<file path="config.mk">
export PLATFORM = sky130hd
export DESIGN_NAME = otter_ctrl_fsm
export DESIGN_NICKNAME = d
export VERILOG_FILES = /design/src/rtl/otter_ctrl_pkg.sv /design/src/rtl/otter_intr_pend.sv /design/src/rtl/otter_ctrl_fsm.sv
export SDC_FILE = /design/constraint.sdc
export NUM_CORES = 1
export LEC_CHECK = 0
export BUFFER_PORTS_ARGS = -buffer_cell sky130_fd_sc_hd__buf_4
export CAP_MARGIN = 20
export CORE_AREA = 2 2 39 41
export DETAILED_ROUTE_END_ITERATION = 8
export DIE_AREA = 0 0 41 43
export PLACE_DENSITY_LB_ADDON = 0.3
export SETUP_SLACK_MARGIN = 0.1
export SLEW_MARGIN = 20
export SYNTH_ARGS = -nofsm -noshare
export SYNTH_HDL_FRONTEND = slang
export SYNTH_SLANG_ARGS = --single-unit
</file>
<file path="constraint.sdc">
create_clock -name clk -period 2.1 [get_ports clk]
set_clock_uncertainty 0.05 [all_clocks]
set_input_delay 0.105 -clock clk [delete_from_list [all_inputs] [get_ports clk]]
set_output_delay 0.105 -clock clk [all_outputs]
set_load 0.05 [all_outputs]
</file>
<file path="src/rtl/otter_ctrl_pkg.sv">
// rtl/otter_ctrl_pkg.sv - shared types and opcode constants for the OTTER control FSM
// Contents: state_t (controller states), OPC_* RV32I major opcodes,
//           opc_writes_rd() for single-cycle opcodes that retire with a register write.
package otter_ctrl_pkg;

    typedef enum logic [2:0] {
        INIT  = 3'd0,
        FETCH = 3'd1,
        EXEC  = 3'd2,
        WB    = 3'd3,
        INTR  = 3'd4
    } state_t;

    localparam logic [6:0] OPC_LOAD   = 7'b0000011;
    localparam logic [6:0] OPC_STORE  = 7'b0100011;
    localparam logic [6:0] OPC_BRANCH = 7'b1100011;
    localparam logic [6:0] OPC_OP     = 7'b0110011;
    localparam logic [6:0] OPC_OPIMM  = 7'b0010011;
    localparam logic [6:0] OPC_LUI    = 7'b0110111;
    localparam logic [6:0] OPC_AUIPC  = 7'b0010111;
    localparam logic [6:0] OPC_JAL    = 7'b1101111;
    localparam logic [6:0] OPC_JALR   = 7'b1100111;
    localparam logic [6:0] OPC_SYSTEM = 7'b1110011;

    // Opcodes that finish in one EXEC cycle and write the register file.
    function automatic logic opc_writes_rd(input logic [6:0] opc);
        case (opc)
            OPC_OP, OPC_OPIMM, OPC_LUI, OPC_AUIPC,
            OPC_JAL, OPC_JALR, OPC_SYSTEM: return 1'b1;
            default:                       return 1'b0;
        endcase
    endfunction

endpackage

</file>
<file path="src/rtl/otter_intr_pend.sv">
// rtl/otter_intr_pend.sv - interrupt edge detect, pending latches and priority encoder
// Ports: clk, rst (sync, active-low); intr (request lines), intr_mask (1 = enabled);
//        clr_en/clr_idx clear one pending bit; any_pend = some enabled bit pending;
//        pend_idx = lowest enabled pending index (0 when none).
module otter_intr_pend #(
    parameter int N_INTR = 4,
    parameter int CW     = (N_INTR > 1) ? $clog2(N_INTR) : 1
) (
    input  logic              clk,
    input  logic              rst,
    input  logic [N_INTR-1:0] intr,
    input  logic [N_INTR-1:0] intr_mask,
    input  logic              clr_en,
    input  logic [CW-1:0]     clr_idx,
    output logic              any_pend,
    output logic [CW-1:0]     pend_idx
);

    logic [N_INTR-1:0] intr_q;
    logic [N_INTR-1:0] pending;
    logic [N_INTR-1:0] set_vec;
    logic [N_INTR-1:0] clr_vec;
    logic [N_INTR-1:0] enabled;

    always_comb begin
        set_vec = intr & ~intr_q;
        clr_vec = '0;
        for (int i = 0; i < N_INTR; i++) begin
            clr_vec[i] = clr_en && (clr_idx == CW'(i));
        end
    end

    // Clear first, then OR in new edges: a set in the same cycle as its
    // clear leaves the bit pending.
    always_ff @(posedge clk) begin
        if (!rst) begin
            intr_q  <= '0;
            pending <= '0;
        end else begin
            intr_q  <= intr;
            pending <= (pending & ~clr_vec) | set_vec;
        end
    end

    assign enabled  = pending & intr_mask;
    assign any_pend = |enabled;

    // Scan from the top so the lowest set index is the last one written.
    always_comb begin
        pend_idx = '0;
        for (int i = N_INTR - 1; i >= 0; i--) begin
            if (enabled[i]) begin
                pend_idx = CW'(i);
            end
        end
    end

endmodule

</file>
<file path="src/rtl/otter_ctrl_fsm.sv">
// rtl/otter_ctrl_fsm.sv - multicycle OTTER control FSM with memory latency and interrupts
// Ports: clk, rst (sync, active-low); opcode = ir[6:0]; intr/intr_mask/mie interrupt inputs;
//        pcWrite, regWrite, memWE2, memRDEN1, memRDEN2, reset datapath strobes;
//        int_taken/int_cause serviced interrupt; illegal_op unrecognised opcode pulse.
module otter_ctrl_fsm
    import otter_ctrl_pkg::*;
#(
    parameter int MEM_LAT = 1,
    parameter int N_INTR  = 4,
    parameter int CW      = (N_INTR > 1) ? $clog2(N_INTR) : 1
) (
    input  logic              clk,
    input  logic              rst,
    input  logic [6:0]        opcode,
    input  logic [N_INTR-1:0] intr,
    input  logic [N_INTR-1:0] intr_mask,
    input  logic              mie,
    output logic              pcWrite,
    output logic              regWrite,
    output logic              memWE2,
    output logic              memRDEN1,
    output logic              memRDEN2,
    output logic              reset,
    output logic              int_taken,
    output logic [CW-1:0]     int_cause,
    output logic              illegal_op
);

    localparam int              CNTW     = (MEM_LAT > 1) ? $clog2(MEM_LAT) : 1;
    localparam logic [CNTW-1:0] CNT_LAST = CNTW'(MEM_LAT - 1);

    state_t          state;
    state_t          state_d;
    logic [CNTW-1:0] cnt;
    logic [CNTW-1:0] cnt_d;
    logic            lat_done;
    logic            any_pend;
    logic [CW-1:0]   pend_idx;
    logic            clr_en;
    logic            take_intr;

    otter_intr_pend #(
        .N_INTR (N_INTR),
        .CW     (CW)
    ) u_intr_pend (
        .clk       (clk),
        .rst       (rst),
        .intr      (intr),
        .intr_mask (intr_mask),
        .clr_en    (clr_en),
        .clr_idx   (pend_idx),
        .any_pend  (any_pend),
        .pend_idx  (pend_idx)
    );

    assign lat_done  = (cnt == CNT_LAST);
    assign take_intr = mie & any_pend;

    always_ff @(posedge clk) begin
        if (!rst) begin
            state <= INIT;
            cnt   <= '0;
        end else begin
            state <= state_d;
            cnt   <= cnt_d;
        end
    end

    // cnt_d defaults to 0, so the counter only advances while a memory
    // phase is still waiting and restarts at 0 on every state change.
    always_comb begin
        state_d    = state;
        cnt_d      = '0;
        pcWrite    = 1'b0;
        regWrite   = 1'b0;
        memWE2     = 1'b0;
        memRDEN1   = 1'b0;
        memRDEN2   = 1'b0;
        reset      = 1'b0;
        int_taken  = 1'b0;
        int_cause  = '0;
        illegal_op = 1'b0;
        clr_en     = 1'b0;

        case (state)
            INIT: begin
                reset   = 1'b1;
                state_d = FETCH;
            end

            FETCH: begin
                memRDEN1 = 1'b1;
                if (lat_done) begin
                    state_d = EXEC;
                end else begin
                    cnt_d = cnt + CNTW'(1);
                end
            end

            EXEC: begin
                if (opcode == OPC_LOAD) begin
                    memRDEN2 = 1'b1;
                    if (lat_done) begin
                        state_d = WB;
                    end else begin
                        cnt_d = cnt + CNTW'(1);
                    end
                end else begin
                    // Single-cycle EXEC is the instruction boundary.
                    pcWrite = 1'b1;
                    if (opcode == OPC_STORE) begin
                        memWE2 = 1'b1;
                    end else if (opc_writes_rd(opcode)) begin
                        regWrite = 1'b1;
                    end else if (opcode != OPC_BRANCH) begin
                        illegal_op = 1'b1;
                    end
                    state_d = take_intr ? INTR : FETCH;
                end
            end

            WB: begin
                regWrite = 1'b1;
                pcWrite  = 1'b1;
                state_d  = take_intr ? INTR : FETCH;
            end

            INTR: begin
                // The mask may have changed since the boundary; only clear
                // a bit that is still enabled and pending.
                pcWrite   = 1'b1;
                int_taken = 1'b1;
                int_cause = pend_idx;
                clr_en    = any_pend;
                state_d   = FETCH;
            end

            default: begin
                state_d = INIT;
            end
        endcase
    end

endmodule

</file>
==> implementation parameters, run 1 <==
Parameter                              Value

Worst setup path
  Ordered list of cells on the worst path ... nor3b_4 > nand3_1 > nor2_2 > buf_4
  Family of cells with the greatest summed delay on the critical path ... simple AND/OR/NAND/NOR gates
  Category of the most critical setup path ... flip-flop to output port
  CP Data Arrival Time ... 1500 ps
  Worst EP required ... 1950 ps
  Slowest CP cell ... sky130_fd_sc_hd__dfxtp_1
  Endpoint kind of the worst setup timing path ... output port
  Largest driver fanout on the critical path ... 7
  Slowest stage delay, CP ... 410 ps
  Combined buffer and inverter count along the critical path ... 1
  Category of the worst setup path launch point ... flip-flop

Floorplanning
  Floorplan die height ... 43 um
  Placement Rows ... 14
  IO Pins ... 28
  Die Span X ... 41 um
  Total Die Area ... 1763 um^2
  Core area ... 1384 um^2
  Starting Density ... 0.4241

Drt
  DRT Pass-1 Iters ... 3
  DRT Wirelength ... 1311 um
  Drt via density ... 5.091
  DRC violations left ... 0
  Antenna-violating nets left ... 0
  Routed WL per cell ... 10.83 um
  Total via count after detailed routing ... 616
  Starting DRT DRC Count ... 3

GRT
  Total grt overflow ... 0
  Via count of the first global-routing pass ... 593
  Tot GR Track Use ... 0.1672
  Number of antenna violations at the first check in global routing ... 0
  Maximum number of pins on one net before global-route repair ... 13
  First-pass GRT wire length ... 2090 um

Pwr
  Leakage power of the design ... 0.0003809 uW
  Pwr/cell area ... 619.5 nW/um^2
  Fraction of power consumed by sequential logic ... 0.455
  IR drop worst, VDD ... 0.4334 mV
  Relative contribution of the clock network to total power ... 0.247
  Share of total power consumed by net switching ... 0.3197
  Sw Pwr ... 171.2 uW
  Combinational fraction of design power ... 0.298
  Int Pwr ... 364.4 uW

Clock network
  Total number of H-tree levels ... 1
  Sinks on Clock Net ... 11
  Buffers from clock root to sink, at most ... 2
  CTS-repair resized insts ... 0
  Clock tree from TritonCTS ... yes
  Library cell used as clock root buffer ... sky130_fd_sc_hd__clkbuf_4
  Clock Latency Late Sink ... 250 ps
  Clock-pin slew of the registers on the worst-case setup and hold paths ... 60 ps
  Number of buffers added by the clock tree synthesis step ... 3

Status
  Status ... complete, no violations

STA
  Final setup fails ... 0
  Hold_ws ... 15.18 ps
  Total negative slack for setup checks ... 0 ps
  Final Hold Vio Count ... 0
  F_max ... 605.6 MHz
  Max-slew violation count ... 0
  Period Utilization, post-route ... 0.7863
  Final period demand of the worst path ... 1651 ps
  RSZ-0062 raised after global routing ... false
  Slew headroom ... 0.7704
  Transition time of the tightest slew-check pin ... 343.9 ps

Logic synthesis
  Synthesized netlist net count ... 91
  Mux contribution to synthesized area ... 0
  Complex-gate fraction of the synthesized area ... 0.1620
  Post-Synthesis Mean Instance Area ... 8.039 um^2
  Number of enable flip-flop cells after synthesis ... 0
  Number of synthesized register bits ... 11
  Adder-cell share of the synthesized area ... 0
  Largest area contributor in the synthesized netlist ... sky130_fd_sc_hd__dfxtp_1
  Area fraction of the dominant cell type after synthesis ... 0.3753
  Total standard cell area after synthesis ... 586.8 um^2
  Predominant post-synthesis flop cell ... sky130_fd_sc_hd__dfxtp_1
  Synth warn ... 0
  Fraction of registers with async set/reset ... 0
  Unique cell type count in the Yosys netlist ... 29
  Dominant combinational cell family by area after synthesis ... simple AND/OR/NAND/NOR gates
  Register area share after synthesis ... 0.3753
  Simple logic cell fraction of the synthesized area ... 0.4243
  Dominant cells by area after synthesis ... sky130_fd_sc_hd__dfxtp_1 (38%), sky130_fd_sc_hd__nor2b_1 (7.5%), sky130_fd_sc_hd__nand2_1 (6.4%)
  Area share of xor/xnor cells in the synthesized design ... 0
  Commonest cells in the synthesized netlist ... sky130_fd_sc_hd__dfxtp_1 (11), sky130_fd_sc_hd__nand2_1 (10), sky130_fd_sc_hd__nor2b_1 (7)
  Most instantiated library cell after synthesis ... sky130_fd_sc_hd__dfxtp_1
  Post-Synthesis Cells ... 73

Placed design
  Final HPWL DP ... 1086 um
  Gpl congestion ... 0.7658
  Count of buffers inserted at the top-level ports ... 27
  Placed cell area ... 818.3 um^2

Finish
  Post-route cell area ... 864.6 um^2
  Area growth from synthesis to layout ... 47.33%
  Number of nets in the layout ... 124
  Share of cells above drive strength 1 ... 0.3524
  Diode count ... 0
  Fill cell count ... 134

Run
  Max Cap Viol ... 0

Worst hold path
  Type of the most critical hold path ... input port to flip-flop
[registers in the layout, indices dropped and copies added, names as in the netlist]
name / flops
state: 3
u_intr_pend.intr_q: 4
u_intr_pend.pending: 4
[cell families (layout without fill, tap and decap cells)]
group | Yosys count | in the layout
flops | 11 | 11
buf+inv | 6 | 38
simple gates | 41 | 41
compound gates | 15 | 15
[layout make-up]
cell class	count	area [um^2]	area share
Tap cell	16	20.02	0.02315
Inverter	5	18.77	0.02171
Multi-Input combinational cell	56	356.6	0.4124
Sequential cell	11	220.2	0.2547
Timing Repair Buffer	29	222.7	0.2576
Clock buffer	4	26.28	0.03039
[metrics by stage]
stage	util	total power, uW	setup slack, ps	std cells
floorplan	-	344.0	289.8	73
global placement	0.5913	401.7	577.0	115
detailed placement	0.5913	406.0	521.7	115
CTS	0.6248	544.4	430.1	121
global route	0.6248	564.2	358.7	121
finish	0.6248	535.6	448.7	121
[layer usage]
metal | share of wire | vias up | global-route usage
met1 | 0.39 | 272 | 0.1556
met4 | 0.0076 | 0 | 0.06667
met3 | 0.085 | 2 | 0.03141
met5 | 0 | - | 0
met2 | 0.52 | 22 | 0.3188
li1 | - | 320 | -
[timing repair]
action | CTS | global route
buffers inserted | 0 | 0
hold buffers | 2 | 0
endpoints found under the hold margin | 2 | 0
[cell usage in the layout (no fill, tap or decap), drive strengths merged]
cell	n
buf	27
dfxtp	11
nand2	10
nor2b	7
inv	5
o21ai	4
nand3	4
nor2	4
a21oi	4
clkbuf	4
nor3	2
nand2b	2
and2	2
dlygate4sd3	2
nor3b	2
nor4	2
or4	1
o21bai	1
and2b	1
nand4b	1
a21o	1
and3	1
a22oi	1
and4	1
o211ai	1
a21boi	1
a31oi	1
a221o	1
nand4	1
[worst reg2reg max path: stages, from the launching register on]
cell and delay (ps):
sky130_fd_sc_hd__dfxtp_1 410, sky130_fd_sc_hd__nor3b_4 350, sky130_fd_sc_hd__nand3_1 180, sky130_fd_sc_hd__o211ai_1 210
sky130_fd_sc_hd__o21ai_0 100
[power by group through the flow]
stage / sequential, uW / clock [uW] / combinational [uW]
finish: 244 / 132 / 160
global route: 246 / 147 / 172
detailed placement: 248 / 0 / 158
global placement: 248 / 0 / 154
floorplan: 245 / 0 / 99.1
CTS: 244 / 140 / 161
[final timing paths]
check                             start                      to  slack (ps)  cells past startpoint
setup reg to reg               state[0]  u_intr_pend.pending[3]         680                      4
hold reg to reg   u_intr_pend.intr_q[2]  u_intr_pend.pending[2]         370                      1
hold / removal                  intr[0]   u_intr_pend.intr_q[0]          20                      2
setup / recovery               state[0]            int_cause[1]         450                      4
Note: power is estimated with default switching activity, not from simulation.
==> run 2: changes to the inputs <==
CORE_AREA = unset   (was 2 2 39 41)
CORE_MARGIN = 2   (was unset)
CORE_UTILIZATION = 39   (was unset)
DIE_AREA = unset   (was 0 0 41 43)
clock period = 1.5 ns   (was 2.1 ns; I/O delays follow)
==> implementation parameters, run 2 (synthesized netlist as in run 1, its figures left out) <==
Parameter                              Value

STA
  Max-slew violation count ... 0
  Final setup fails ... 0
  Period Utilization, post-route ... 0.9827
  Worst-case setup margin in the final layout ... 25.93 ps
  RSZ-0062 raised after global routing ... true
  Slew headroom ... 0.8173
  F_max ... 678.4 MHz
  Final Hold Vio Count ... 0
  Transition time of the tightest slew-check pin ... 271.5 ps
  Hold_ws ... 32.10 ps
  Final period demand of the worst path ... 1474 ps

Worst setup path
  Worst EP required ... 1370 ps
  Endpoint kind of the worst setup timing path ... output port
  Register-to-Register Setup Slack ... 180 ps
  Depth of the worst register-to-register path ... 4
  CP Data Arrival Time ... 1350 ps
  Reg-to-reg critical path startpoint ... u_intr_pend.pending[1]
  FF-to-FF End ... state[0]
  Termination of the worst setup path ... int_cause[1]
  Largest driver fanout on the critical path ... 6
  Category of the most critical setup path ... flip-flop to output port
  Category of the worst setup path launch point ... flip-flop
  First element of the critical path ... state[1]

Status
  Status ... complete, no violations

GRT
  First-pass GRT wire length ... 2532 um
  Via count of the first global-routing pass ... 634
  Maximum number of pins on one net before global-route repair ... 13
  Tot GR Track Use ... 0.1890
  Number of antenna violations at the first check in global routing ... 0
  Total grt overflow ... 0

Clock network
  Clock Latency Late Sink ... 280 ps
  Clock tree from TritonCTS ... yes
  Buffers from clock root to sink, at most ... 2
  Number of buffers added by the clock tree synthesis step ... 3
  Clock-pin slew of the registers on the worst-case setup and hold paths ... 70 ps
  Library cell used as clock root buffer ... sky130_fd_sc_hd__clkbuf_4
  Total number of H-tree levels ... 1
  Sinks on Clock Net ... 11

Placed design
  Number of cells in the design after placement ... 118
  Final HPWL DP ... 1128 um
  Gpl congestion ... 0.7164
  Count of buffers inserted at the top-level ports ... 27
  Placed cell area ... 882.1 um^2
  Worst slack, placed ... 44.52 ps

Floorplanning
  Die Span X ... 42.79 um
  Placement Rows ... 13
  Starting Density ... 0.4347
  Core area ... 1350 um^2
  IO Pins ... 28
  Floorplan die height ... 42.79 um
  Total Die Area ... 1831 um^2

Drt
  Total via count after detailed routing ... 666
  DRT Wirelength ... 1555 um
  Antenna-violating nets left ... 0
  Routed WL per cell ... 11.78 um
  Drt via density ... 5.045
  Starting DRT DRC Count ... 3
  DRT Pass-1 Iters ... 4
  DRC violations left ... 0

Finish
  Share of cells above drive strength 1 ... 0.4786
  Area growth from synthesis to layout ... 75.69%
  Post-route cell area ... 1031 um^2
  Highest-count cells in the layout ignoring fill and taps ... sky130_fd_sc_hd__buf_4 (29), sky130_fd_sc_hd__nand2_1 (9), sky130_fd_sc_hd__buf_6 (8), sky130_fd_sc_hd__dfxtp_1 (8), sky130_fd_sc_hd__nor2b_1 (6)
  Leading registers by flop count ... u_intr_pend.intr_q: 4 flops, u_intr_pend.pending: 4 flops, state: 3 flops
  Most common library cell in the layout ignoring fill and taps ... sky130_fd_sc_hd__buf_4
  Final non-filler cell total ... 132
  Fill cell count ... 96
  Number of nets in the layout ... 136
  Diode count ... 0
  Utilization of the core after routing ... 0.7637

Run
  Max Cap Viol ... 0

Pwr
  Fraction of power consumed by sequential logic ... 0.419
  Share of total power consumed by net switching ... 0.3397
  Combinational fraction of design power ... 0.328
  Leakage power of the design ... 0.0004565 uW
  Pwr/cell area ... 791.9 nW/um^2
  Relative contribution of the clock network to total power ... 0.253
  IR drop worst, VDD ... 0.6555 mV
  Int Pwr ... 539.1 uW
  Sw Pwr ... 277.3 uW

Worst hold path
  Type of the most critical hold path ... input port to flip-flop
## run 2: critical path: stages, from the launching register on
cell                      delay (ps)
sky130_fd_sc_hd__dfxtp_2         360
sky130_fd_sc_hd__nor3b_4         310
sky130_fd_sc_hd__nand3_2         150
sky130_fd_sc_hd__nor2_4          100
sky130_fd_sc_hd__buf_6           160
## run 2: per-stage QoR
step / setup TNS [ps] / total power, uW
after floorplan: -398.1 / 491.1
after global placement: 0 / 580.9
after detailed placement: 0 / 584.9
after CTS: 0 / 816.2
after global routing: -77.25 / 853.8
final: 0 / 816.5
## run 2: power groups by stage
stage / Combinational [uW] / Clock [uW] / Sequential [uW]
after CTS: 265 / 210 / 341
after global routing: 286 / 222 / 345
after global placement: 232 / 0 / 349
after detailed placement: 235 / 0 / 350
after floorplan: 147 / 0 / 344
final: 268 / 207 / 342
## run 2: final cells by class
class | count | area, um^2 | area share
Clock buffer | 3 | 22.52 | 0.02184
Clock inverter | 1 | 5.005 | 0.004854
Inverter | 5 | 18.77 | 0.01820
Multi-Input combinational cell | 56 | 391.6 | 0.3799
Sequential cell | 11 | 226.5 | 0.2197
Tap cell | 15 | 18.77 | 0.01820
Timing Repair Buffer | 41 | 347.8 | 0.3374
## run 2: worst min path at each step
| stage | startpoint | endpoint | slack (ps) | cells after the start |
|---|---|---|---|---|
| CTS | rst | state[2] | 20 | 3 |
| detailed placement | intr[3] | u_intr_pend.intr_q[3] | 230 | 3 |
| global placement | intr[3] | u_intr_pend.intr_q[3] | 220 | 3 |
| finish | rst | state[2] | 30 | 3 |
| floorplan | intr[2] | u_intr_pend.intr_q[2] | 140 | 2 |
| global route | rst | u_intr_pend.intr_q[3] | 50 | 3 |
## run 2: what timing repair did
item                                   in CTS  in global routing
pin swaps                                   3                  1
setup endpoints to repair                   8                 11
resized for setup                           9                  2
endpoints found under the hold margin       4                  0
hold buffers                                4                  0
setup buffers                               5                  1
## run 2: per-layer routing
metal	global-route usage	up-vias	routed length (um)
li1	-	345	-
met1	0.1933	303	618
met2	0.3273	14	826
met3	0.07660	4	79
met4	0.09375	0	30
met5	0	-	0
